[src/rtl/tmem_pkg.sv]
// Shared definitions for the temporal-memory front-ends: state encoding,
// synchronizer depth, default gap length and the cycle-counter width rule.
package tmem_pkg;

  typedef enum logic [2:0] {
    ST_IDLE  = 3'd0,
    ST_WRITE = 3'd1,
    ST_READ  = 3'd2,
    ST_RESP  = 3'd3,
    ST_GAP   = 3'd4
  } tmem_state_e;

  localparam int TMEM_SYNC_STAGES = 2;
  localparam int TMEM_GAP_CYCLES  = 2;

  // Two extra bits cover the synchronizer latency past the last valid index.
  function automatic int tmem_cnt_w(input int width);
    return width + 2;
  endfunction

endpackage

[src/rtl/tmem_sync.sv]
// Multi-flop synchronizer for the cell's asynchronous output, reset to 0.
module tmem_sync #(
  parameter int STAGES = 2
) (
  input  logic clk,
  input  logic rstb,
  input  logic d,
  output logic q
);

  logic [STAGES-1:0] ff;

  always_ff @(posedge clk or negedge rstb) begin
    if (!rstb) ff <= '0;
    else       ff <= {ff[STAGES-2:0], d};
  end

  assign q = ff[STAGES-1];

endmodule

[src/rtl/tmem_ctrl.sv]
// Temporal-memory writer/reader: turns a value into a WE pulse width and
// measures the delay from RE to the cell output rising.
module tmem_ctrl
  import tmem_pkg::*;
#(
  parameter int WIDTH      = 8,
  parameter int GAP_CYCLES = TMEM_GAP_CYCLES   // must be >= 1
) (
  input  logic             clk,
  input  logic             rstb,
  input  logic             cmd_valid,
  output logic             cmd_ready,
  input  logic             cmd_write,
  input  logic [WIDTH-1:0] cmd_data,
  output logic             we,
  output logic             re,
  input  logic             mem_out,
  output logic             rsp_valid,
  input  logic             rsp_ready,
  output logic [WIDTH-1:0] rsp_data,
  output logic             rsp_timeout
);

  localparam int CW = tmem_cnt_w(WIDTH);
  localparam logic [CW-1:0] ONE      = CW'(1);
  localparam logic [CW-1:0] TWO      = CW'(2);
  localparam logic [CW-1:0] GAP_LOAD = CW'(GAP_CYCLES);
  localparam logic [CW-1:0] CNT_LAST = CW'((1 << WIDTH) + 1);

  tmem_state_e    state, state_nxt;
  logic [CW-1:0]  cnt, cnt_nxt;
  logic           s2, detect, rsp_load, rsp_to_nxt;

  tmem_sync #(.STAGES(TMEM_SYNC_STAGES)) u_sync (
    .clk  (clk),
    .rstb (rstb),
    .d    (mem_out),
    .q    (s2)
  );

  // The first two READ cycles only see pre-read history through the synchronizer.
  assign detect = (cnt >= TWO) && s2;

  // cnt is shared: down-counter in WRITE and GAP, up-counter in READ.
  always_comb begin
    state_nxt  = state;
    cnt_nxt    = cnt;
    rsp_load   = 1'b0;
    rsp_to_nxt = 1'b0;
    case (state)
      ST_IDLE: begin
        if (cmd_valid && cmd_ready) begin
          if (!cmd_write) begin
            state_nxt = ST_READ;
            cnt_nxt   = '0;
          end else if (cmd_data != '0) begin
            state_nxt = ST_WRITE;
            cnt_nxt   = CW'(cmd_data);
          end else begin
            state_nxt = ST_GAP;
            cnt_nxt   = GAP_LOAD;
          end
        end
      end
      ST_WRITE: begin
        if (cnt == ONE) begin
          state_nxt = ST_GAP;
          cnt_nxt   = GAP_LOAD;
        end else begin
          cnt_nxt = cnt - ONE;
        end
      end
      ST_READ: begin
        cnt_nxt = cnt + ONE;
        if (detect) begin
          state_nxt = ST_RESP;
          rsp_load  = 1'b1;
        end else if (cnt == CNT_LAST) begin
          state_nxt  = ST_RESP;
          rsp_load   = 1'b1;
          rsp_to_nxt = 1'b1;
        end
      end
      ST_RESP: begin
        if (rsp_ready) begin
          state_nxt = ST_GAP;
          cnt_nxt   = GAP_LOAD;
        end
      end
      ST_GAP: begin
        if (cnt <= ONE) state_nxt = ST_IDLE;
        else            cnt_nxt   = cnt - ONE;
      end
      default: state_nxt = ST_IDLE;
    endcase
  end

  // Outputs are registered from the next state so they line up with it.
  always_ff @(posedge clk or negedge rstb) begin
    if (!rstb) begin
      state       <= ST_IDLE;
      cnt         <= '0;
      we          <= 1'b0;
      re          <= 1'b0;
      cmd_ready   <= 1'b0;
      rsp_valid   <= 1'b0;
      rsp_data    <= '0;
      rsp_timeout <= 1'b0;
    end else begin
      state     <= state_nxt;
      cnt       <= cnt_nxt;
      we        <= (state_nxt == ST_WRITE);
      re        <= (state_nxt == ST_READ);
      cmd_ready <= (state_nxt == ST_IDLE);
      rsp_valid <= (state_nxt == ST_RESP);
      if (rsp_load) begin
        rsp_data    <= rsp_to_nxt ? '1 : WIDTH'(cnt - TWO);
        rsp_timeout <= rsp_to_nxt;
      end
    end
  end

endmodule

[config.mk]
export PLATFORM = sky130hd
export DESIGN_NAME = tmem_ctrl
export DESIGN_NICKNAME = d
export VERILOG_FILES = /design/src/rtl/tmem_pkg.sv /design/src/rtl/tmem_sync.sv /design/src/rtl/tmem_ctrl.sv
export SDC_FILE = /design/constraint.sdc
export NUM_CORES = 1
export LEC_CHECK = 0
export ABC_AREA = 1
export BUFFER_PORTS_ARGS = -buffer_cell sky130_fd_sc_hd__buf_2
export CAP_MARGIN = 20
export CORE_MARGIN = 5
export CORE_UTILIZATION = 58
export DETAILED_ROUTE_END_ITERATION = 7
export PLACE_DENSITY = 0.78
export SLEW_MARGIN = 20
export SYNTH_ARGS = -nofsm -noshare
export SYNTH_HDL_FRONTEND = slang
export SYNTH_SLANG_ARGS = --single-unit
export TNS_END_PERCENT = 1
[constraint.sdc]
create_clock -name clk -period 1.8 [get_ports clk]
set_input_delay 0.36 -clock clk [delete_from_list [all_inputs] [get_ports clk]]
set_output_delay 0.36 -clock clk [all_outputs]
set_load 0.05 [all_outputs]
* Word level (Yosys, flattened, before mapping)
Index checks and enable logic that the tools add are counted.
Operators by class: equality and inequality tests 12, reductions and logical operators 7, muxes and demuxes 22, add/subtract/negate cells 3, magnitude comparators 2
Operators with widths (count):
- $pmux W10 S5 | 1
- $mux W10 | 4
- $mux W3 | 8
- $mux W8 | 3
- $pmux W3 S5 | 1
- $eq A3 B2 Y1 const B | 4
- $add A10 B1 Y10 const B | 1
- $eq A10 B1 Y1 const B | 1
- $eq A10 B9 Y1 const B | 1
- $ge A10 B2 Y1 const B | 1
- $le A10 B1 Y1 const B | 1
- $sub A10 B1 Y10 const B | 1
- $reduce_bool A8 Y1 | 1
- $sub A8 B2 Y8 const B | 1
- $eq A3 B1 Y1 const B | 2
- $logic_not A3 Y1 | 2
- $ne A2 B2 Y1 const B | 3
- $mux W1 | 5
- $reduce_bool A5 Y1 | 1
- $reduce_and A4 Y1 | 1
- $eq A3 B3 Y1 const B | 1
- $logic_and A1 B1 Y1 | 2
Word-level totals: logic and storage cells 55, flip-flop bits (word level) 28, output and inout bits 13

* Longest topological paths before layout
Gate-level depths: netlist of run 1.
depth after elaboration 6, mapped depth 12

* Hierarchy
From an unflattened synthesis of run 1, not the netlist that was laid out.
Unflattened totals: cell total of the unflattened synthesis 310, area total of the unflattened synthesis 2125.8 sq um
By module, submodules not included:
- tmem_ctrl | times used 1, cells each 308, area an instance 2075.7 sq um, seq. area each 650.6 sq um
- tmem_sync | times used 1, cells each 2, area an instance 50.0 sq um, seq. area each 50.0 sq um

* Worst setup path after synthesis of run 1
Ideal clock, no wire load.
path type register -> register, start point reg cnt[1], end point reg cnt[7], stages on the path, launching flop included 10, path slack 0.217 ns, library setup time 0.119 ns, arrival time 1.464 ns, cell sequence dfrtp_1 > inv_1 > ha_1 > nand3_1 > o21bai_2 > nand2_1 > nand2_1 > nand2_1 > nand2_1 > nand2_1
On the way: word-level cells in the longest chain between the ends 3, elaborated cells on any way between the ends 9
Ends and longest elaborated chain:
- start, declared | RTL line tmem_ctrl.sv:31 | logic [CW-1:0] cnt, cnt_nxt;
- start signal, assigned | RTL line tmem_ctrl.sv:111 | cnt <= cnt_nxt;
- $sub A10 B1 Y10 (tied with other cells) | RTL line tmem_ctrl.sv:70, tmem_ctrl.sv:92
- $mux W10 (tied with other cells) | RTL line tmem_ctrl.sv:91 | if (cnt <= ONE) state_nxt = ST_IDLE;
- $pmux W10 S5 / $reduce_and A4 Y1 (equally long branches)
Several ways; a longest one is shown, not always the timed one. The select of a mux whose other input is x is not followed. A chain may end at the register's enable or synchronous reset.

* Final worst setup path of run 1
start point reg cnt[0], end point reg cnt[6]
The elaborated chain is that of the path after synthesis.

==> results of run 1 <==
-- cell families after synthesis --
family	after synthesis	synth area share, %
simple gates	201	43.9
buf+inv	42	9.31
flops	28	33.4
compound gates	18	5.37
xor+xnor	9	3.76
fa+ha+maj	7	4.18
-- cell usage after synthesis (2+ instances only) --
cell type  count
inv_1         34
nor3_1         4
nor2_4         5
o21ai_0        8
dfrtp_1       28
o21ai_1        3
nand2_2        7
nand4_1        5
xor2_1         8
a21oi_1        2
nand2_4        2
nand3_1       29
nand2_1      112
nor2_2         6
ha_1           7
inv_2          3
nor2_1        27
buf_6          5
-- how the worst max path moves through the flow --
stage | from | end | cells after the start
final | cnt[0]$_DFFE_PN0P_ | cnt[6]$_DFFE_PN0P_ | 9
after global routing | state[1]$_DFF_PN0_ | cnt[6]$_DFFE_PN0P_ | 7
after floorplan | cnt[1]$_DFFE_PN0P_ | cnt[7]$_DFFE_PN0P_ | 9
after CTS | cnt[0]$_DFFE_PN0P_ | cnt[4]$_DFFE_PN0P_ | 7
after detailed placement | cnt[0]$_DFFE_PN0P_ | cnt[4]$_DFFE_PN0P_ | 7
after global placement | cnt[0]$_DFFE_PN0P_ | cnt[7]$_DFFE_PN0P_ | 7
-- registers in the layout, summed over array words and instances (netlist names) --
name	count
cnt	10
rsp_data	8
state	3
u_sync.ff	2
cmd_ready	1
re	1
rsp_timeout	1
rsp_valid	1
we	1
-- power groups by stage --
stage | logic, mW | clock network (mW) | registers, mW
6_report | 3.22 | 0.429 | 1.09
3_5_place_dp | 3.15 | 0 | 1.11
3_3_place_gp | 3.12 | 0 | 1.10
2_1_floorplan | 1.99 | 0 | 1.55
4_1_cts | 3.16 | 0.439 | 1.09
5_1_grt | 3.61 | 0.461 | 1.13
-- per-stage QoR --
stage	total power [mW]	cells
final	4.74	388
after global placement	4.22	384
after global routing	5.20	388
after CTS	4.70	388
after floorplan	3.53	305
after detailed placement	4.26	384
-- layout by cell type, fill, tap and decap left out --
cell and n:
nand2_1 111, inv_1 34, nand3_1 29, dfrtp_1 27, buf_2 26, nor2_1 25
buf_4 12, nor2_2 8, o21ai_0 8, xor2_1 8, nand2_2 6, ha_1 6
nor2_4 5, nand4_1 5, nand2_4 4, nor3_1 4, inv_2 3, o21ai_1 3
clkbuf_4 3, a21oi_1 2, o21bai_2 1, nor3_4 1, o211ai_2 1, nor3_2 1
a211oi_1 1, nand3_2 1, xnor2_1 1, o21bai_1 1, o21ai_2 1, or2_2 1
ha_2 1, bufinv_16 1, dfrtp_2 1
-- per-layer routing --
metal	global-route usage [%]	vias up	wire [um]
li1	-	1019	-
met3	2.15	4	218
met1	28.9	940	2220
met2	36.3	42	2610
met5	0	-	0
met4	5.11	0	42
-- critical path, cell delays in order (launching register included) --
cell and delay [ns]:
dfrtp_1 0.46, inv_1 0.19, ha_2 0.27, nand2_1 0.14, nor2_2 0.15, xor2_1 0.18, nand2_1 0.07, nand2_1 0.07
nand2_1 0.04, nand2_1 0.05
-- final cells by class --
| type | instances | area share [%] |
|---|---|---|
| clock inverter | 1 | 1.26 |
| tap | 46 | 2.41 |
| timing repair buffer | 38 | 9.21 |
| clock buffer | 3 | 0.942 |
| inverter | 37 | 5.81 |
| sequential | 28 | 29.4 |
| multi-input combinational | 235 | 51.0 |
==> results.md, run 1 <==
- HPWL after DPL: 4010 um
- Crit path kind: register to register
- Flop pwr share: a little under a quarter
- Post-synth top area cell: dfrtp_1
- Slew headroom: 55.4%
- Hold Path Class: input pin to asynchronous set/reset pin
- Yosys top cell area share: 33.4%
- Total GRT Usage: a little over a fifth
- Share of cells above drive strength 1: a little under a quarter
- Worst-case reg-to-reg path depth: 9
- CTS tree: yes
- Nets@finish: approximately 360
- Vias in the first global route: between 1500 and 2000
- Clock power share: roughly 9%
- Clock slew at reported path FFs: 0.16 ns
- Drt drc: 0
- Initial core utilization: 61.4%
- Io pins: 27
- Fraction of registers with async set/reset: 100%
- Routability cong.: between 0.9 and 1
- Max cap viols: 0
- Layout fillers: approximately 330
- Internal Power: approximately 2.2 mW
- FF-to-FF End: cnt[6]$_DFFE_PN0P_
- Combinational power share: roughly 68%
- CP arrival: 1.97 ns
- Routed WL per cell: between 10 and 15 um
- Worst vdd ir: about 1.2 mV
- Syn avg cell area: around 7 um^2
- Worst-skew pair later-pin latency: 0.34 ns
- Post-CTS setup buffer count: 0
- Largest net degree at the start of global routing: 29
- Root Buffer: clkbuf_4
- Crit. End Element: register
- Iter 0 DRT Violations: roughly 100
- DIE AREA: approximately 5000 um^2
- Outcome: completed
- CP max FO: 5
- Commonest register cell after synthesis: dfrtp_1
- Antenna violations before repair: 0
- Flop2flop setup slack: approximately 0.12 ns
- Max-slew violation count: 0
- Routed Antenna Nets: 0
- H-tree levels: 1
- DR vias: approximately 2000
- Final worst-path cycle share: approximately 93%
- Net Switching: approximately 2.6 mW
- Tmin final: between 1.5 and 2 ns
- Final core occ: around 70%
- Congestion Overflow GR: 0
- Final Hold Fails: 0
- Die height: between 70 and 80 um
- Critical path data required time: 2.09 ns
- Setup violators final: 0
- FF/Latch Area: ~700 um^2
- Synth cell types: 28
- Tightest Pin Transition: 0.669 ns
- Leakage: about 1.3 nW
- Post-route worst setup slack: 0.120 ns
- Post-DP Area: roughly 2300 um^2
- CTS max path bufs: 2
- Number of synthesized register bits: 28
- Core area: 3420 um^2
- Drt via density: between 5 and 6
- Cell Pwr Density: 1980 nW/um^2
- Post-synthesis sequential area ratio: between 30% and 40%
- Multi-input gate area: 1220 um^2
- Net Count, Synth: 326
- Total wire length: between 5000 and 6000 um
- Setup slack at placement: 0.0654 ns
- Resized cells post-CTS: 0
- EDFF count, synth: 0
- Global-route wire length before repair: around 8500 um
- P&R area growth vs syn: 14.1%
- Peak Freq: between 500 and 600 MHz
- Die Width: ~70 um
- Row count: 21
- Pre-antenna DRT Iters: 4
- Area contributors post-synth: dfrtp_1 33%, nand2_1 20%, nand3_1 6.9%
- Post-Syn Instances: between 300 and 400
- Port bufs: 26
- Post-Syn Area: around 2100 um^2
- Worst r2r src: cnt[0]$_DFFE_PN0P_
- Clock skew: 0.00428 ns
- Fin area: ~2400 um^2
- Num Clock Sinks: 28
- # hold bufs at CTS: 0
- Syn. warnings: 0
- Hold slack: roughly 0.026 ns
- Ant. Diodes: 0
- Post-Route Setup TNS: 0 ns
- CTS buffer count: 3
- Critical path startpoint category: register
- Sw Ratio: around 55%
Power figures use the tool's default switching activity.
==> inputs of run 2 (changes only) <==
--- a/config.mk
+++ b/config.mk
@@ -12,6 +12,7 @@
 export CORE_UTILIZATION = 58
 export DETAILED_ROUTE_END_ITERATION = 7
 export PLACE_DENSITY = 0.78
+export RECOVER_POWER = 50
 export SLEW_MARGIN = 20
 export SYNTH_ARGS = -nofsm -noshare
 export SYNTH_HDL_FRONTEND = slang
==> run 2 against run 1 <==
The flow now finishes with violations (capacitance limit, slew limit). Clock skew rose by 0.0018 ns. Critical path depth unchanged. Total power decreased by 0.16%. Critical endpoint unchanged.
==> results.md, run 2 (synthesis gave the netlist of run 1 again) <==
- Outcome: finished, violations left
- Violated checks: capacitance limit, slew limit
- Setup slack at placement: 0.0654 ns
- Congestion Overflow GR: 0
- Hold Path Class: input pin to register
- Largest register by flop count: cnt
- CTS max path bufs: 2
- DR vias: between 2000 and 2500
- Drt drc: 0
- Routability cong.: about 0.94
- Combinational power share: roughly 68%
- Die height: 70.1 um
- Root Buffer: clkbuf_4
- Most frequent cells in the layout: 111 x nand2_1, 34 x inv_1, 29 x nand3_1, 27 x dfrtp_1, 25 x nor2_1
- CP max FO: 5
- CTS tree: yes
- Max reg flops: 10
- Share of cells above drive strength 1: 21.3%
- Final worst-path cycle share: 93.3%
- Iter 0 DRT Violations: about 100
- Sw Ratio: around 55%
- CP cell instances: inv_1 > ha_2 > nand2_1 > nor2_2 > xor2_1 > nand2_1 > nand2_1 > nand2_1 > nand2_1
- Core area: 3420 um^2
- Tightest Pin Transition: approximately 1.6 ns
- Port bufs: 26
- Leading cell type in the layout, fill and taps excluded: nand2_1
- Antenna violations before repair: 0
- Flop pwr share: about 23%
- Critical path data required time: between 2 and 2.5 ns
- Die Width: approximately 70 um
- Slew headroom: -7.78%
- Largest net degree at the start of global routing: 29
- Global-route wire length before repair: around 8500 um
- Crit path top cell by count: nand2_1
- Tmin final: 1.68 ns
- Crit path kind: register to register
- Setup violators final: 0
- Clock slew at reported path FFs: 0.16 ns
- Clock power share: under 10%
- H-tree levels: 1
- Nets@finish: between 300 and 400
- Worst vdd ir: ~1.2 mV
- CTS buffer count: 3
- Internal Power: ~2.1 mW
- Num Clock Sinks: 28
- Critical path startpoint category: register
- Net Switching: 2.59 mW
- Total GRT Usage: roughly a fifth
- Leakage: between 1 and 1.5 nW
- Crit path max-delay cell type: dfrtp_1
- HPWL after DPL: 4010 um
- CP Buf/Inv Count: 1
- Row count: 21
- P&R area growth vs syn: 13.9%
- Ant. Diodes: 0
- Clock skew: ~0.0061 ns
- CP arrival: roughly 2 ns
- Drt via density: between 5 and 6
- # hold bufs at CTS: 0
- Vias in the first global route: 1810
- Routed WL per cell: roughly 13 um
- Initial core utilization: between 60% and 70%
- Worst stage delay on the critical path: 0.46 ns
- Routed Antenna Nets: 0
- DIE AREA: 4920 um^2
- Final Hold Fails: 0
- Io pins: 27
- Peak Freq: 596 MHz
- Pre-antenna DRT Iters: 4
- Post-route worst setup slack: roughly 0.12 ns
- Cell Pwr Density: roughly 2000 nW/um^2
- Total wire length: 5100 um
- Crit. End Element: register
- Max cap viols: 1
- Worst-skew pair later-pin latency: between 0.3 and 0.4 ns
- Max-slew violation count: 29
- Post-Route Setup TNS: 0 ns
- Delay-heaviest family, CP: simple AND/OR/NAND/NOR gates
- Largest regs: cnt (10), rsp_data (8), state (3)
==> run 2: worst paths after layout <==
check                                       startpoint                      to  cells past startpoint  slack [ns]
max in group asynchronous                         rstb      cnt[6]$_DFFE_PN0P_                      1        0.37
worst min register to register  u_sync.ff[0]$_DFF_PN0_  u_sync.ff[1]$_DFF_PN0_                      0        0.37
worst max register to register      cnt[0]$_DFFE_PN0P_      cnt[6]$_DFFE_PN0P_                      9        0.12
worst max-delay path                cnt[0]$_DFFE_PN0P_      cnt[6]$_DFFE_PN0P_                      9        0.12
min in group asynchronous                         rstb      cnt[5]$_DFFE_PN0P_                      1        0.40
worst min-delay path                           mem_out  u_sync.ff[0]$_DFF_PN0_                      1        0.10
==> run 2: repair_timing <==
action                     4_1_cts  5_1_grt
hold endpoints to repair         0        0
resized for setup                0        7
buffers inserted                 0        0
setup endpoints to repair        0       13
==> run 2: cell type report <==
type,count,area (um^2)
timing repair buffer,38,215
multi-input combinational,235,1220
clock buffer,3,22.5
sequential,28,702
fill,328,1030
tap,46,57.6
inverter,37,139
clock inverter,1,30.0
==> run 2: routing by layer <==
| metal | share of wire, % | vias to the layer above | GRT usage, % |
|---|---|---|---|
| li1 | - | 1020 | - |
| met1 | 44 | 937 | 28.9 |
| met2 | 51 | 51 | 36.3 |
| met3 | 4.1 | 5 | 2.15 |
| met4 | 0.88 | 0 | 5.11 |
| met5 | 0 | - | 0 |
==> run 2: stage by stage <==
step	hold WS (ns)	std cells	utilization [%]	instance area, um^2	power (mW)
6_report	0.105	388	69.9	2390	4.74
5_1_grt	0.0929	388	69.9	2390	5.19
4_1_cts	0.0333	388	69.4	2370	4.70
3_5_place_dp	0.343	384	67.8	2320	4.26
3_3_place_gp	0.335	384	67.8	2320	4.22
2_1_floorplan	0.0644	305	-	2100	3.53
==> run 2: power by group through the flow <==
stage / combinational, mW / clock [mW] / sequential [mW]
2_1_floorplan: 1.99 / 0 / 1.55
6_report: 3.21 / 0.427 / 1.09
3_5_place_dp: 3.15 / 0 / 1.11
3_3_place_gp: 3.12 / 0 / 1.10
5_1_grt: 3.60 / 0.461 / 1.13
4_1_cts: 3.16 / 0.439 / 1.09
